## src/rtl/psone_key_filter.sv

```systemverilog
// Multi-channel key filter: per-key two-flop synchroniser, saturating debouncer,
// registered press/release edge pulses and an optional auto-repeat scheduler.
module psone_key_filter #(
    parameter int NUM_KEYS   = 16,
    parameter int DEB_LEN    = 1024,
    parameter int ACTIVE_LOW = 1,
    parameter int REP_DELAY  = 16384,
    parameter int REP_PERIOD = 4096
) (
    input  logic                iCLK,
    input  logic                iRESET,
    input  logic [NUM_KEYS-1:0] iKEY,
    input  logic                iREP_EN,
    output logic [NUM_KEYS-1:0] oKEY,
    output logic [NUM_KEYS-1:0] oPRESS,
    output logic [NUM_KEYS-1:0] oREP,
    output logic [NUM_KEYS-1:0] oRELEASE
);

    localparam int CNT_W   = $clog2(DEB_LEN + 1);
    localparam int REP_MAX = (REP_DELAY > REP_PERIOD) ? REP_DELAY : REP_PERIOD;
    localparam int RCNT_W  = $clog2(REP_MAX + 1);

    localparam logic [CNT_W-1:0]  DEB_MAX     = CNT_W'(DEB_LEN);
    localparam logic [RCNT_W-1:0] DELAY_LAST  = RCNT_W'(REP_DELAY - 1);
    localparam logic [RCNT_W-1:0] PERIOD_LAST = RCNT_W'(REP_PERIOD - 1);

    typedef enum logic [1:0] {
        ST_IDLE = 2'd0,
        ST_WAIT = 2'd1,
        ST_RPT  = 2'd2
    } rep_state_t;

    for (genvar i = 0; i < NUM_KEYS; i++) begin : g_ch
        logic              key_n_s;
        logic              s0_r;
        logic              s1_r;
        logic [CNT_W-1:0]  cnt_r;
        logic              level_r;
        logic              level_nxt_s;
        rep_state_t        state_r;
        rep_state_t        state_nxt_s;
        logic [RCNT_W-1:0] rcnt_r;
        logic [RCNT_W-1:0] rcnt_nxt_s;
        logic              rep_fire_s;
        logic              press_r;
        logic              rep_r;
        logic              release_r;

        // The synchroniser reset value of 0 means "released" in either polarity.
        assign key_n_s = (ACTIVE_LOW != 0) ? ~iKEY[i] : iKEY[i];

        // Synchroniser, saturating stability counter and accepted level.
        always_ff @(posedge iCLK or negedge iRESET) begin
            if (!iRESET) begin
                s0_r    <= 1'b0;
                s1_r    <= 1'b0;
                cnt_r   <= {CNT_W{1'b0}};
                level_r <= 1'b0;
            end else begin
                s0_r <= key_n_s;
                s1_r <= s0_r;
                if (s0_r != s1_r) begin
                    cnt_r <= {CNT_W{1'b0}};
                end else if (cnt_r != DEB_MAX) begin
                    cnt_r <= cnt_r + CNT_W'(1);
                end else begin
                    cnt_r <= cnt_r;
                end
                level_r <= level_nxt_s;
            end
        end

        // Level accepted only once the synchronised input has been stable long enough.
        always_comb begin
            level_nxt_s = level_r;
            if (cnt_r == DEB_MAX) begin
                level_nxt_s = s1_r;
            end else begin
                level_nxt_s = level_r;
            end
        end

        // Repeat scheduler state register.
        always_ff @(posedge iCLK or negedge iRESET) begin
            if (!iRESET) begin
                state_r <= ST_IDLE;
                rcnt_r  <= {RCNT_W{1'b0}};
            end else begin
                state_r <= state_nxt_s;
                rcnt_r  <= rcnt_nxt_s;
            end
        end

        // Repeat scheduler: a falling level or disabled repeat cancels in the same cycle,
        // which is also what lets a release beat a coincident repeat.
        always_comb begin
            state_nxt_s = state_r;
            rcnt_nxt_s  = rcnt_r;
            rep_fire_s  = 1'b0;
            if (!level_nxt_s || !iREP_EN) begin
                state_nxt_s = ST_IDLE;
                rcnt_nxt_s  = {RCNT_W{1'b0}};
            end else begin
                case (state_r)
                    ST_IDLE: begin
                        if (!level_r) begin
                            state_nxt_s = ST_WAIT;
                            rcnt_nxt_s  = {RCNT_W{1'b0}};
                        end else begin
                            state_nxt_s = ST_IDLE;
                        end
                    end
                    ST_WAIT: begin
                        if (rcnt_r == DELAY_LAST) begin
                            rep_fire_s  = 1'b1;
                            state_nxt_s = ST_RPT;
                            rcnt_nxt_s  = {RCNT_W{1'b0}};
                        end else begin
                            rcnt_nxt_s = rcnt_r + RCNT_W'(1);
                        end
                    end
                    ST_RPT: begin
                        if (rcnt_r == PERIOD_LAST) begin
                            rep_fire_s = 1'b1;
                            rcnt_nxt_s = {RCNT_W{1'b0}};
                        end else begin
                            rcnt_nxt_s = rcnt_r + RCNT_W'(1);
                        end
                    end
                    default: begin
                        state_nxt_s = ST_IDLE;
                        rcnt_nxt_s  = {RCNT_W{1'b0}};
                    end
                endcase
            end
        end

        // Registered pulses aligned with the first cycle of the new level.
        always_ff @(posedge iCLK or negedge iRESET) begin
            if (!iRESET) begin
                press_r   <= 1'b0;
                rep_r     <= 1'b0;
                release_r <= 1'b0;
            end else begin
                press_r   <= (level_nxt_s & ~level_r) | rep_fire_s;
                rep_r     <= rep_fire_s;
                release_r <= ~level_nxt_s & level_r;
            end
        end

        assign oKEY[i]     = level_r;
        assign oPRESS[i]   = press_r;
        assign oREP[i]     = rep_r;
        assign oRELEASE[i] = release_r;
    end

endmodule

```

## config.mk

```make
export PLATFORM = sky130hd
export DESIGN_NAME = psone_key_filter
export DESIGN_NICKNAME = d
export VERILOG_FILES = /design/src/rtl/psone_key_filter.sv
export SDC_FILE = /design/constraint.sdc
export NUM_CORES = 1
export LEC_CHECK = 0
export BUFFER_PORTS_ARGS = -buffer_cell sky130_fd_sc_hd__buf_2
export CAP_MARGIN = 25
export CORE_MARGIN = 2
export CORE_UTILIZATION = 55
export DETAILED_ROUTE_END_ITERATION = 12
export PLACE_DENSITY = 0.72
export SYNTH_ARGS = -nofsm -noshare
export SYNTH_HDL_FRONTEND = slang
export SYNTH_SLANG_ARGS = --single-unit
```

## constraint.sdc

```tcl
create_clock -name iCLK -period 3.4 [get_ports iCLK]
set_clock_uncertainty 0.15 [all_clocks]
set_input_delay 0.17 -clock iCLK [delete_from_list [all_inputs] [get_ports iCLK]]
set_output_delay 0.17 -clock iCLK [all_outputs]
set_load 0.005 [all_outputs]
```

* Yosys cells after proc, flatten, opt, wreduce, memory -nomap -nowiden *
Cells that the tools add are included.
Widths: inputs -> output; s select.

operators by class
  add/subtract/negate cells = 32
  equality and inequality tests = 160
  mux-type cells = 256
  bitwise gates (word level) = 96
  reduce and logical (&&, ||, !) cells = 81

operator list
  cell                   count
  $mux 15                64
  $pmux 15 s3            16
  $mux 11                32
  $add 15x1->15 const B  16
  $eq 15x12->1 const B   16
  $eq 15x14->1 const B   16
  $add 11x1->11 const B  16
  $eq 11x11->1 const B   16
  $ne 11x11->1 const B   16
  $ne 3x3->1 const B     32
  $pmux 2 s3             16
  $mux 1                 80
  $mux 2                 32
  $not 1->1              48
  $and 1x1->1            32
  $eq 2x1->1 const B     16
  $eq 2x2->1 const B     16
  $logic_not 2->1        16
  $ne 2x2->1 const B     16
  $pmux 1 s2             16
  $reduce_and 2->1       16
  $reduce_bool 2->1      16
  $logic_not 1->1        17
  $logic_or 1x1->1       16
  other kinds (2)        32

word-level totals
  bits in registers = 544
  bits of input ports = 19

* Logic depth before layout (Yosys ltp) *
  depth in word-level cells = 6
  depth in mapped cells = 10
  gate-level depth less buffers = 8

* Worst setup path before layout *
OpenSTA, ideal clock, no wires.

  path kind = register to register
  from = register g_ch[14].cnt_r[0]
  to = register g_ch[14].rcnt_r[13]
  library setup time = 116 ps
  data arrival time = 2358 ps
  required time = 3134 ps
  slack = 776 ps
  stages on the path, launching flop included = 9
  buffers on the path = 0
  period minus slack after synthesis = 2624 ps
  cells stage by stage = dfrtp_1 inv_1 ha_1 nor4b_1 nand4b_2 mux2i_1 a211oi_1 nand2_1 o311ai_0

on the way
  longest elaborated chain between the ends = 5

ends and longest elaborated chain
  item                                                    line  source
  start: declaration                                      38    logic [CNT_W-1:0] cnt_r;
  start signal: assignment                                58    cnt_r <= {CNT_W{1'b0}};
  start signal: assignment                                64    cnt_r <= {CNT_W{1'b0}};
  start signal: assignment                                66    cnt_r <= cnt_r + CNT_W'(1);
  $eq 11x11->1 (*)                                        77    if (cnt_r == DEB_MAX) begin
  $mux 1 (*)                                              77
  $logic_not 1->1 (*)                                     101   if (!level_nxt_s || !iREP_EN) begin
  $logic_or 1x1->1 (*)                                    101
  $ne 3x3->1 (no line) / $mux 15 (equally long branches)  n/a
  end signal: assignment                                  88    rcnt_r <= {RCNT_W{1'b0}};
  end signal: assignment                                  91    rcnt_r <= rcnt_nxt_s;
  end: declaration                                        43    logic [RCNT_W-1:0] rcnt_r;

Every way passes the cells marked *; elsewhere a longest branch is shown, timed or not.
A chain may end at the register's enable or synchronous reset.

* Worst setup path after layout *
  from = register g_ch[12].cnt_r[0]
  to = register g_ch[12].rcnt_r[3]

on the way
  longest elaborated chain between the ends = 5

ends and longest elaborated chain
  item                                                    line
  start: declaration                                      38
  start signal: assignment                                58
  start signal: assignment                                64
  start signal: assignment                                66
  $eq 11x11->1 (*)                                        77
  $mux 1 (*)                                              77
  $logic_not 1->1 (*)                                     101
  $logic_or 1x1->1 (*)                                    101
  $ne 3x3->1 (no line) / $mux 15 (equally long branches)  n/a
  end signal: assignment                                  88
  end signal: assignment                                  91
  end: declaration                                        43

Marked as above.

==> metrics.txt <==
CTS root buf=clkbuf_16; worst hold-check path type=in2async; Total Wirelength=57000 um; power per cell area=440 mW/mm^2; top-area cell type share of the netlist area=47.3%; Crit. End Element=flip-flop; Max Fclk=332 MHz; largest cells by area after synthesis=dfrtp_1 47%, ha_1 4.7%, nor2_1 4.4%; clock buffer depth=3; core area=0.0515 sq mm; DPL Wire Length=38500 um; Critical Path AT=3370 ps; starting density of the core=55.9%; Slew HR=44.5%; Slew @ Worst Pin=812 ps; Seq/Total Area, Yosys=47.3%; Post-Place Worst Slack=456 ps; share of cells above drive strength 1=8.08%; Worst Setup Slack, final=388 ps; H-tree levels=2; synthesized area per cell=9.49 sq um; final net count=3226; Inserted Clock Buffers=57; top-level port count=83; Antenna diodes=0; final hold violations=0; clock latency on the worst-skew pair=610 ps; post-cts sizing count=0; largest net degree at the start of global routing=91; Primary FF master, synth=dfrtp_1; post-synthesis cell area=0.0288 sq mm; GRT overflow=0; CTS Sinks=544; Multi-input gate area=0.0139 sq mm; first-pass GRT wire length=99400 um; Synth warnings=0; IO buf count=82; CTS tree=done; vias=22208; DRC viols=0; post-synth top area cell=dfrtp_1; Setup Viol. Count Final=0; Final TNS setup=0 ps; worst-path fanout max=14; Detailed Routing Iterations Pass 1=5; Max Slew Vio Count=0; Mapped Nets=3163; DR WL/cell=14.9 um; crit share post-route=88.6%; ys async rst share=100%; Reg area=0.0136 sq mm; min Tclk post-route=3010 ps; synth-to-layout area growth=10.7%; Die X=233 um; antenna violations before repair=0; commonest non-fill, non-tap cell in the layout=dfrtp_1; Die Y=233 um; FILL cells=4269; vias in the first global route=21570; outcome=finished, final reports clean; RSZ-0062 raised after global routing=false; Post-synth EDFFs=0; Worst VDD drop=0.000435 V; Rows=83; DRT iter0 DRCs=1413; commonest non-fill, non-tap cells in the layout=544 x dfrtp_1, 334 x nor2_1, 284 x nand2_1, 184 x nand3_1, 166 x o21ai_0; Final Power=14.1 mW; r2r setup slk=390 ps; Clock transition at path regs=60 ps; crit start category=flip-flop; vias per cell=5.81; final core utilization=61.9%; cell count after synthesis=3035; Leak=14.7 nW; Detail Route Antenna Nets=0; count of cell types in the netlist=82; CP Class=reg2reg; gpl congestion=0.864; # Max-Cap Violations=0; Seq cells post-synth=544; GRT Overall Usage=21.3%; WP data required=3760 ps; DIE AREA=0.0542 sq mm
## cell families after synthesis
logic type      Yosys count  share of synthesized area (%)
compound gates          587                           13.8
xor+xnor                162                           4.93
fa+ha+maj               109                           4.73
buf+inv                 270                           4.42
flops                   544                           47.3
mux                      43                           1.59
simple gates           1320                           23.3
## metal layers
| metal | part of all wire (%) | vias to the layer above | track usage [%] |
|---|---|---|---|
| met3 | 4.3 | 87 | 3.46 |
| li1 | - | 10859 | - |
| met2 | 47 | 410 | 35.5 |
| met1 | 47 | 10852 | 29.1 |
| met5 | 0 | - | 0 |
| met4 | 1.8 | 0 | 5.37 |
## Yosys cell counts, types with 22 or more instances
cell type  number
a21o_1         43
a21oi_1       101
a22o_1         89
a31oi_1        25
and2_1         43
and3_1         86
buf_4          65
clkbuf_1       48
dfrtp_1       544
ha_1          109
inv_1         143
mux2i_1        33
nand2_1       284
nand3_1       184
nand4_1        63
nor2_1        334
nor2b_1        43
nor3_1         45
nor3b_1        22
nor4_1         29
o21ai_0       166
o31ai_1        29
or3_1          53
or4_1          26
xnor2_1        33
xor2_1        129
## area by class of cell
type / instances / share of cell area [%]
multi-input combinational: 2221 / 43.6
sequential: 544 / 42.7
clock buffer: 76 / 5.11
timing repair buffer: 131 / 2.93
tap: 680 / 2.67
inverter: 143 / 1.68
clock inverter: 29 / 1.30
## flip-flops by register name (all words and copies together), names as in the netlist
name / flops
g_ch.level_r: 16
g_ch.rep_r: 16
g_ch.release_r: 16
g_ch.cnt_r: 176
g_ch.state_r: 32
g_ch.rcnt_r: 240
g_ch.s1_r: 16
g_ch.s0_r: 16
g_ch.press_r: 16
## final timing paths
path                                         from  cells after the start                  to
min in group iCLK                         iKEY[9]                      3        g_ch[9].s0_r
worst min register to register      g_ch[13].s0_r                      0       g_ch[13].s1_r
max in group asynchronous                  iRESET                      3   g_ch[7].rcnt_r[1]
worst min-delay path                       iRESET                      2  g_ch[2].rcnt_r[12]
worst max-delay path            g_ch[12].cnt_r[0]                      8  g_ch[12].rcnt_r[3]
worst max register to register  g_ch[12].cnt_r[0]                      8  g_ch[12].rcnt_r[3]
## per-stage QoR
stage	hold WS [ps]	std cells	cell area, sq um
floorplan	-276	3035	28800
global placement	133	3701	29700
detailed placement	131	3701	29700
CTS	43.4	3824	31900
global route	70.0	3824	31900
finish	62.7	3824	31900
## worst max-delay path, stage by stage (launching register included)
cell and delay, ps:
dfrtp_1 430, inv_1 80, ha_1 150, nor4b_1 320, nand4b_1 400, mux2_2 430
nor2_1 110, nand3_1 430, o31ai_1 400
## what timing repair did
item                      in CTS  in global routing
hold endpoints to repair     162                  0
buffers inserted               0                  0
hold buffers                  18                  0
## power by group
group          switching, mW  leakage, nW  internal (mW)  total, mW
sequential             0.135         7.49           6.59       6.72
clock                   2.62        0.995           4.11       6.74
combinational          0.376         6.18          0.217      0.593
total                   3.13         14.7           10.9       14.1
Power figures use the tool's default switching activity.
